### src/rtl/lsu_ctrl_pkg.sv
// Shared definitions for the load/store unit: memop codes, state encodings,
// default bus timeout and lane helpers used by the controller.
package lsu_ctrl_pkg;

    localparam logic [2:0] MEMOP_B  = 3'b000;
    localparam logic [2:0] MEMOP_H  = 3'b001;
    localparam logic [2:0] MEMOP_W  = 3'b010;
    localparam logic [2:0] MEMOP_BU = 3'b100;
    localparam logic [2:0] MEMOP_HU = 3'b101;

    localparam int LSU_TIMEOUT_DEFAULT = 255;

    typedef enum logic [1:0] {
        LSU_IDLE = 2'd0,
        LSU_REQ  = 2'd1,
        LSU_DONE = 2'd2
    } lsu_state_e;

    // Stores only look at op[1:0]; unknown load codes fall back to signed byte.
    function automatic logic [2:0] norm_memop(input logic is_store, input logic [2:0] op);
        if (is_store) begin
            if (op[1])
                return MEMOP_W;
            else if (op[0])
                return MEMOP_H;
            else
                return MEMOP_B;
        end
        case (op)
            MEMOP_H, MEMOP_W, MEMOP_BU, MEMOP_HU: return op;
            default:                             return MEMOP_B;
        endcase
    endfunction

    function automatic logic [3:0] byte_en(input logic [2:0] op, input logic [1:0] a);
        case (op)
            MEMOP_B, MEMOP_BU: return 4'b0001 << a;
            MEMOP_H, MEMOP_HU: return 4'b0011 << {a[1], 1'b0};
            default:           return 4'b1111;
        endcase
    endfunction

    function automatic logic [31:0] lane_wdata(input logic [2:0] op, input logic [31:0] d);
        case (op)
            MEMOP_B, MEMOP_BU: return {4{d[7:0]}};
            MEMOP_H, MEMOP_HU: return {2{d[15:0]}};
            default:           return d;
        endcase
    endfunction

    function automatic logic is_misaligned(input logic [2:0] op, input logic [1:0] a);
        case (op)
            MEMOP_H, MEMOP_HU: return a[0];
            MEMOP_W:           return a != 2'b00;
            default:           return 1'b0;
        endcase
    endfunction

endpackage

### src/rtl/lsu_extend.sv
// Load lane extraction and sign/zero extension; combinational so it can be
// reused by a cache refill path.
module lsu_extend
    import lsu_ctrl_pkg::*;
(
    input  logic [2:0]  memop,
    input  logic [1:0]  addr,
    input  logic [31:0] bus_rdata,
    output logic [31:0] rdata
);

    logic [7:0]  w_byte;
    logic [15:0] w_half;

    always_comb begin
        case (addr)
            2'd0:    w_byte = bus_rdata[7:0];
            2'd1:    w_byte = bus_rdata[15:8];
            2'd2:    w_byte = bus_rdata[23:16];
            default: w_byte = bus_rdata[31:24];
        endcase
        w_half = addr[1] ? bus_rdata[31:16] : bus_rdata[15:0];

        case (memop)
            MEMOP_W:  rdata = bus_rdata;
            MEMOP_H:  rdata = {{16{w_half[15]}}, w_half};
            MEMOP_BU: rdata = {24'd0, w_byte};
            MEMOP_HU: rdata = {16'd0, w_half};
            default:  rdata = {{24{w_byte[7]}}, w_byte};
        endcase
    end

endmodule

### src/rtl/lsu_ctrl.sv
// Load/store controller: one req/ack bus transaction per memory command.
// Optional macro LSU_MISALIGN_TRAP_EN traps misaligned half/word accesses.
//
// state    | meaning
// LSU_IDLE | waiting for a load/store command
// LSU_REQ  | bus_req held, waiting for bus_ack or timeout
// LSU_DONE | done pulse, rdata valid, error flags pulse
module lsu_ctrl
    import lsu_ctrl_pkg::*;
#(
    parameter int TIMEOUT_CYCLES = LSU_TIMEOUT_DEFAULT
) (
    input  logic        clk,
    input  logic        rst_n,
    input  logic        cmd_valid,
    input  logic        memwr,
    input  logic        memrd,
    input  logic [2:0]  memop,
    input  logic [31:0] addr,
    input  logic [31:0] wdata,
    output logic        stall,
    output logic        done,
    output logic [31:0] rdata,
    output logic        bus_err,
    output logic        misalign,
    output logic        bus_req,
    output logic        bus_we,
    output logic [31:0] bus_addr,
    output logic [3:0]  bus_be,
    output logic [31:0] bus_wdata,
    input  logic        bus_ack,
    input  logic [31:0] bus_rdata
);

    localparam logic [15:0] LP_CNT_LAST = 16'(TIMEOUT_CYCLES - 1);

    lsu_state_e  r_state;
    logic [15:0] r_cnt;
    logic [2:0]  r_op;
    logic [1:0]  r_addr_lo;
    logic        r_done;
    logic        r_bus_err;
    logic        r_misalign;
    logic [31:0] r_rdata;
    logic        r_bus_req;
    logic        r_bus_we;
    logic [31:0] r_bus_addr;
    logic [3:0]  r_bus_be;
    logic [31:0] r_bus_wdata;

    logic        w_accept;
    logic [2:0]  w_op;
    logic        w_misalign;
    logic [31:0] w_ext;

    assign w_accept = (r_state == LSU_IDLE) && cmd_valid && (memwr || memrd);
    assign w_op     = norm_memop(memwr, memop);

`ifdef LSU_MISALIGN_TRAP_EN
    assign w_misalign = is_misaligned(w_op, addr[1:0]);
`else
    assign w_misalign = 1'b0;
`endif

    lsu_extend u_extend (
        .memop     (r_op),
        .addr      (r_addr_lo),
        .bus_rdata (bus_rdata),
        .rdata     (w_ext)
    );

    always_ff @(posedge clk or negedge rst_n) begin
        if (!rst_n) begin
            r_state     <= LSU_IDLE;
            r_cnt       <= 16'd0;
            r_op        <= MEMOP_B;
            r_addr_lo   <= 2'd0;
            r_done      <= 1'b0;
            r_bus_err   <= 1'b0;
            r_misalign  <= 1'b0;
            r_rdata     <= 32'd0;
            r_bus_req   <= 1'b0;
            r_bus_we    <= 1'b0;
            r_bus_addr  <= 32'd0;
            r_bus_be    <= 4'd0;
            r_bus_wdata <= 32'd0;
        end else begin
            r_done     <= 1'b0;
            r_bus_err  <= 1'b0;
            r_misalign <= 1'b0;
            case (r_state)
                LSU_IDLE: begin
                    if (w_accept) begin
                        r_op        <= w_op;
                        r_addr_lo   <= addr[1:0];
                        r_bus_addr  <= {addr[31:2], 2'b00};
                        r_bus_be    <= byte_en(w_op, addr[1:0]);
                        r_bus_wdata <= lane_wdata(w_op, wdata);
                        r_cnt       <= 16'd0;
                        if (w_misalign) begin
                            r_state    <= LSU_DONE;
                            r_done     <= 1'b1;
                            r_misalign <= 1'b1;
                            r_rdata    <= 32'd0;
                        end else begin
                            r_state   <= LSU_REQ;
                            r_bus_req <= 1'b1;
                            r_bus_we  <= memwr;
                        end
                    end
                end
                LSU_REQ: begin
                    // An ack in the final counted cycle still wins over the timeout.
                    if (bus_ack) begin
                        r_state   <= LSU_DONE;
                        r_bus_req <= 1'b0;
                        r_bus_we  <= 1'b0;
                        r_done    <= 1'b1;
                        if (!r_bus_we)
                            r_rdata <= w_ext;
                    end else if (r_cnt == LP_CNT_LAST) begin
                        r_state   <= LSU_DONE;
                        r_bus_req <= 1'b0;
                        r_bus_we  <= 1'b0;
                        r_done    <= 1'b1;
                        r_bus_err <= 1'b1;
                        r_rdata   <= 32'd0;
                    end else begin
                        r_cnt <= r_cnt + 16'd1;
                    end
                end
                LSU_DONE: r_state <= LSU_IDLE;
                default:  r_state <= LSU_IDLE;
            endcase
        end
    end

    // Reset forces stall low even while the core keeps cmd_valid asserted.
    assign stall     = rst_n && (w_accept || (r_state == LSU_REQ));
    assign done      = r_done;
    assign rdata     = r_rdata;
    assign bus_err   = r_bus_err;
    assign misalign  = r_misalign;
    assign bus_req   = r_bus_req;
    assign bus_we    = r_bus_we;
    assign bus_addr  = r_bus_addr;
    assign bus_be    = r_bus_be;
    assign bus_wdata = r_bus_wdata;

endmodule

### config.mk
export PLATFORM = sky130hd
export DESIGN_NAME = lsu_ctrl
export DESIGN_NICKNAME = d
export VERILOG_FILES = /design/src/rtl/lsu_ctrl_pkg.sv /design/src/rtl/lsu_extend.sv /design/src/rtl/lsu_ctrl.sv
export SDC_FILE = /design/constraint.sdc
export NUM_CORES = 1
export LEC_CHECK = 0
export ABC_AREA = 0
export CAP_MARGIN = 40
export CORE_UTILIZATION = 35
export DETAILED_ROUTE_END_ITERATION = 8
export GPL_ROUTABILITY_DRIVEN = 0
export PLACE_DENSITY = 0.75
export SLEW_MARGIN = 30
export SYNTH_ARGS = -nofsm -noshare
export SYNTH_HDL_FRONTEND = slang
export SYNTH_SLANG_ARGS = --single-unit
### constraint.sdc
create_clock -name clk -period 2.3 [get_ports clk]
set_clock_uncertainty 0.05 [all_clocks]
set_input_delay 0.23 -clock clk [delete_from_list [all_inputs] [get_ports clk]]
set_output_delay 0.23 -clock clk [all_outputs]
set_load 0.03 [all_outputs]
; Word level (Yosys, flattened, before mapping)
; Cells that the tools add are included.
[word_totals]
ff_bits = 125
input_bits = 105
output_inout_bits = 106
wordCells = 86
[op_classes]
n_addsub = 1
n_eq_ne = 20
n_shift = 2
muxes = 33
n_reduce_logical = 18
[op_table]
columns = op, n
row1 = $pmux 32 s4, 1
row2 = $mux 32, 3
row3 = $mux 16, 4
row4 = $pmux 32 s2, 1
row5 = $pmux 16 s2, 1
row6 = $pmux 8 s3, 1
row7 = $eq 3x3->1 const B, 6
row8 = $add 16x1->16 const B, 1
row9 = $eq 16x8->1 const B, 1
row10 = $mux 3, 4
row11 = $mux 1, 11
row12 = $eq 3x1->1 const B, 3
row13 = $ne 2x2->1 const B, 4
row14 = $pmux 4 s2, 1
row15 = $eq 3x2->1 const B, 2
row16 = $mux 2, 3
row17 = $reduce_and 3->1, 2
row18 = $eq 2x1->1 const B, 2
row19 = $logic_not 2->1, 2
row20 = $pmux 1 s2, 2
row21 = $pmux 2 s2, 1
row22 = $reduce_and 2->1, 2
row23 = $reduce_and 4->1, 1
row24 = $reduce_bool 2->1, 2
row25 = other kinds (9), 13

; Longest topological paths before layout
; Gate-level depths: netlist of run 1.
[logic_depth]
ltp_word = 7
depth_mapped = 7
ltp_nobuf = 6

; By module
; Synthesis of run 1 repeated with hierarchy kept, for this count alone.
[hier_totals]
cells_unflattened = 646
area_unflattened_um2 = 6197.2
[by_module_without_submodules]
columns = mod, instances, cells_each, area_per_inst_um2, seq_area_each_um2
row1 = lsu_ctrl, 1, 528, 5237.5, 3128.0
row2 = lsu_extend, 1, 118, 959.7, 0.0

; Least setup slack after synthesis of run 1
; Ideal clock, no wire load.
[synth_path]
kind = register to register
startpoint = register r_state[1]
endpoint = register r_cnt[12]
setup_time_ns = 0.078
arrival_time_ns = 1.928
required_ns = 2.172
slack_ns = 0.244
stages_incl_launch_ff = 7
n_path_buf = 2
synth_period_minus_slack_ns = 2.056
path_cell_list = dfrtp_1 buf_6 or3b_1 or3_1 clkbuf_2 or4_1 a21oi_1
[synth_between]
elab_chain_len = 5
word_cells_on_any_way = 10
classes_between = 4 x eq/ne / 1 x mux / 5 x reduce/logical
[synth_rtl]
columns = item, line_no
row1 = "start, declared", lsu_ctrl.sv:37  ; lsu_state_e r_state;
row2 = "start signal, assigned", lsu_ctrl.sv:74  ; r_state <= LSU_IDLE;
row3 = "start signal, assigned", lsu_ctrl.sv:101  ; r_state <= LSU_DONE;
row4 = "start signal, assigned", lsu_ctrl.sv:106  ; r_state <= LSU_REQ;
row5 = $logic_not 2->1, "lsu_ctrl.sv:56, lsu_ctrl.sv:91"
row6 = $logic_and 1x1->1 (2 in series), lsu_ctrl.sv:56  ; assign w_accept = (r_state == LSU_IDLE) && cmd_valid && (memwr || memrd);
row7 = $ne 2x2->1 (no source line), --
row8 = $reduce_and 4->1 (no source line), --
row9 = "end signal, assigned", lsu_ctrl.sv:129  ; r_cnt <= r_cnt + 16'd1;
row10 = "end, declared", lsu_ctrl.sv:38  ; logic [15:0] r_cnt;
; Parallel ways exist; a longest one is shown, timed or not.
; A chain may end at the register's enable or synchronous reset.

; Worst setup path in the final report of run 1
[layout_path]
startpoint = register r_cnt[13]
endpoint = register r_rdata[26], in the netlist rdata[26]
[layout_between]
elab_chain_len = 3
[layout_rtl]
columns = item, line_no
row1 = $eq 16x8->1, lsu_ctrl.sv:121  ; end else if (r_cnt == LP_CNT_LAST) begin
row2 = $reduce_bool 2->1 (no source line), --
row3 = $reduce_and 3->1 (no source line), --
row4 = "end signal, assigned", lsu_ctrl.sv:120  ; r_rdata <= w_ext;
row5 = "end, declared", lsu_ctrl.sv:44  ; logic [31:0] r_rdata;
; No other way between the ends.

==> results of run 1 <==
-- worst register-to-register path: cells and delay by family, from the launching register on --
| family | cells | cell delay [ps] |
|---|---|---|
| AND/OR/NAND/NOR | 2 | 840 |
| flip-flops | 1 | 410 |
| buffers and inverters | 1 | 240 |
| AO/OA/AOI/OAI | 2 | 380 |
-- cell families (layout without fill, tap and decap cells) --
family                     count (synthesis)  after routing
AOI/OAI and AO/OA                        171            171
buffers and inverters                     68            287
DFF                                      125            125
other                                      1              3
xor gates and xnor gates                   1              1
and+or+nand+nor                          261            261
muxes                                     15             15
adders and majority gates                  2              2
-- area by class of cell --
class | instances | share of cell area [%]
inverters | 20 | 0.8338
well taps | 220 | 3.057
clock buffers | 19 | 5.031
flip-flops and latches | 125 | 34.74
clock inverters | 13 | 1.556
multi-input cells | 453 | 28.86
repair buffers | 235 | 25.92
-- through the flow --
stage / utilization [%] / TNS [ps] / instance area (um^2) / worst slack, ps / cells
after global placement: 50.45 / 0 / 8397 / 92.43 / 1052
after floorplan: - / 0 / 5993 / 243.7 / 646
after CTS: 54.10 / 0 / 9004 / 254.1 / 1085
final: 54.10 / 0 / 9004 / 245.5 / 1085
after detailed placement: 50.48 / -27.51 / 8401 / -27.51 / 1052
after global routing: 54.10 / 0 / 9004 / 145.4 / 1085
-- metal layers --
| layer | global-route usage [%] | wire [um] | up-vias |
|---|---|---|---|
| met1 | 27.79 | 7825 | 2658 |
| met3 | 7.356 | 1614 | 25 |
| met5 | 0 | 0 | - |
| met2 | 32.08 | 8041 | 247 |
| li1 | - | - | 2697 |
| met4 | 6.513 | 261 | 0 |
-- state kept, by name (all words and copies together), names as in the netlist --
| signal | cells |
|---|---|
| bus_err | 1 |
| done | 1 |
| bus_wdata | 32 |
| rdata | 32 |
| r_cnt | 16 |
| bus_be | 4 |
| bus_we | 1 |
| bus_req | 1 |
| r_state | 2 |
| r_addr_lo | 2 |
| bus_addr | 30 |
| r_op | 3 |
-- layout by cell type, fill, tap and decap left out, types with 9 or more instances in the layout --
master,count
sky130_fd_sc_hd__mux2i_1,14
sky130_fd_sc_hd__o22ai_1,9
sky130_fd_sc_hd__a31oi_1,29
sky130_fd_sc_hd__buf_4,24
sky130_fd_sc_hd__o2bb2ai_1,9
sky130_fd_sc_hd__a21oi_1,17
sky130_fd_sc_hd__nor2_1,28
sky130_fd_sc_hd__nand2b_1,14
sky130_fd_sc_hd__clkdlybuf4s50_1,205
sky130_fd_sc_hd__nand2_1,162
sky130_fd_sc_hd__o21ai_0,19
sky130_fd_sc_hd__o21a_1,17
sky130_fd_sc_hd__inv_1,20
sky130_fd_sc_hd__clkbuf_16,17
sky130_fd_sc_hd__a22oi_1,9
sky130_fd_sc_hd__nor3_1,10
sky130_fd_sc_hd__and3_1,9
sky130_fd_sc_hd__a22o_1,16
sky130_fd_sc_hd__dfrtp_1,125
-- power groups by stage --
stage	Combinational [mW]	Sequential, mW	Clock (mW)
5_1_grt	5.08	3.49	2.84
6_report	4.76	3.39	2.69
3_5_place_dp	4.77	3.41	0
2_1_floorplan	1.38	4.69	0
3_3_place_gp	4.72	3.40	0
4_1_cts	4.79	3.39	2.74
-- final timing paths --
path	start	to	slack (ps)	cells after the start
min in group asynchronous	rst_n	bus_addr[14]$_DFFE_PN0P_	300	2
worst min register to register	bus_addr[10]$_DFFE_PN0P_	bus_addr[10]$_DFFE_PN0P_	420	2
max in group asynchronous	rst_n	r_op[2]$_DFFE_PN0P_	1120	3
worst max register to register	r_cnt[13]$_DFFE_PN0P_	rdata[26]$_DFFE_PN0P_	250	5
worst min-delay path	addr[16]	bus_addr[16]$_DFFE_PN0P_	290	3
worst max-delay path	r_cnt[13]$_DFFE_PN0P_	rdata[26]$_DFFE_PN0P_	250	5
==> summary.md, run 1 <==
| Metric | Value |
|---|---|
| Outcome | `finished, final reports clean` |
| Hold slack | `just under 300 ps` |
| Period Utilization, post-route | `89.33%` |
| Switching power total | `4.253 mW` |
| Mean Syn Cell Area | `just over 9 um^2` |
| Post-synthesis cell count | `roughly 640` |
| Transition time of the tightest slew-check pin | `between 700 and 800 ps` |
| Critical path start-end classification | `reg2reg` |
| Number of maximum-capacitance violations | `0` |
| CTS tree | `done` |
| Comb pwr share | `a little over two fifths` |
| Worst relative slew slack | `~50%` |
| Number of routed nets with antenna violations | `0` |
| Worst endpoint required time | `roughly 2500 ps` |
| Std-Cell Core Area | `between 15,000 and 20,000 um^2` |
| Number of flops mapped to enable cells by yosys | `0` |
| Die X-Extent | `132.8 um` |
| Wire length of the first global-routing pass | `29.14 mm` |
| Critical path buffers and inverters | `1` |
| DRT iter0 DRCs | `349` |
| CTS clk-pin slew, worst paths | `~60 ps` |
| Share of power burned in registers | `between 30% and 40%` |
| TritonCTS Buffers | `17` |
| Vertical die dimension | `around 130 um` |
| Mux cell area share after synthesis | `around 2.5%` |
| Area fraction in and, or, nand and nor cells after synthesis | `between 10% and 20%` |
| Vias after detailed routing | `~5,600` |
| Number of ports placed on the die boundary | `around 210` |
| Hold WC Path Type | `in2reg` |
| Element type at the critical path start | `flop` |
| Compound-Gate Fraction of Synth Area | `20.13%` |
| Antenna diode count | `0` |
| Number of fill cells in the layout | `~1,500` |
| Fraction of the yosys area taken by sequential cells | `between 50% and 60%` |
| Worst-path maximum fanout | `24` |
| Average wire per standard cell | `around 16 um` |
| Cell with the most instances after synthesis | `sky130_fd_sc_hd__nand2_1` |
| Area share of the largest cell type after synthesis | `52.26%` |
| Detailed placement HPWL | `approximately 12 mm` |
| Max Freq | `slightly below 0.5 GHz` |
| Dominant cell type by area after synthesis | `sky130_fd_sc_hd__dfrtp_1` |
| Clock H-tree levels | `4` |
| Clock power frac | `about a quarter` |
| Total congestion overflow | `0` |
| # resized after CTS | `0` |
| Post-CTS repair timing setup buffer count | `0` |
| Number of failing setup endpoints in the final timing report | `0` |
| Peak supply drop | `between 0.5 and 0.6 mV` |
| Clk sinks | `around 130` |
| XOR/XNOR share of the synthesized area | `0.1463%` |
| CP arrival | `~2300 ps` |
| Total iterations of the first detailed-routing run | `5` |
| Leakage power | `approximately 3.9 nW` |
| Cell breakdown of the critical path | `or4_1 -> nor3_4 -> a31oi_2 -> buf_4 -> a22o_1` |
| Summed instance area of the synthesized netlist | `around 6000 um^2` |
| Internal power contribution | `6.590 mW` |
| Wirelength, routed | `17.74 mm` |
| Ratio of cells with drive above 1 in the final layout | `8.324%` |
| Final Total Pwr | `10.84 mW` |
| Endpoints failing hold | `0` |
| Effective utilization at floorplan | `35.97%` |
| Post-synth ARST share | `between 90% and 100%` |
| Combinational family with the most area after synthesis | `compound AO/OA/AOI/OAI gates` |
| Adder-cell area share of the yosys netlist | `less than 1%` |
| # nets final | `about 960` |
| Number of remaining DRC errors | `0` |
| Clock latency reported for the late side of the worst-skew pair | `around 410 ps` |
| Quantity of hold-fixing buffers added after cts | `1` |
| Synth cell count leaders | `162 x sky130_fd_sc_hd__nand2_1, 125 x sky130_fd_sc_hd__dfrtp_1, 33 x sky130_fd_sc_hd__clkbuf_1` |
| Synth top area cells | `sky130_fd_sc_hd__dfrtp_1 52%, sky130_fd_sc_hd__nand2_1 10%, sky130_fd_sc_hd__a31oi_1 3.1%` |
| Master of the slowest instance on the critical path | `sky130_fd_sc_hd__or4_1` |
| Dominant delay contributor by cell family on the critical path | `simple AND/OR/NAND/NOR gates` |
| Port-buffer cells | `slightly above 200` |
| Warnings, synthesis | `0` |
| Switch share | `39.22%` |
| Dominant synthesized flop cell | `sky130_fd_sc_hd__dfrtp_1` |
| FF+latch count, synth | `around 130` |
| Row count | `47` |
| Initial antenna violation count | `0` |
| Fin crit period | `slightly above 2000 ps` |
| Area added between synthesis and finish | `50.42%` |
| Register area | `between 3000 and 4000 um^2` |
| Slowest stage delay, CP | `630 ps` |
| Aggregate global-route resource usage | `20.97%` |
| Category of the worst setup path capture point | `flop` |
| Overall die area | `about 18,000 um^2` |
| Setup repair after global routing missed its margin | `false` |
| Vias in the first global route | `5,547` |
| Cell chosen for the clock root | `sky130_fd_sc_hd__clkbuf_16` |
| Via count normalized by instance count | `a little over 5` |
| Distinct cell type count after synthesis | `between 50 and 60` |
| Largest net degree at the start of global routing | `~90` |
| Number of buffers on the longest clock path | `2` |
| Power Density | `1204 nW/um^2` |
| Total area of multi-input combinational cells | `2599 um^2` |
| Number of slew-limit violations in the final report | `0` |
No activity file was read; power rests on OpenSTA's default activity.
==> inputs of run 2 (changes only) <==
- HOLD_SLACK_MARGIN: default -> 0.15
==> results of run 2 <==
Final layout, timing and power as in run 1 (identical DEF).
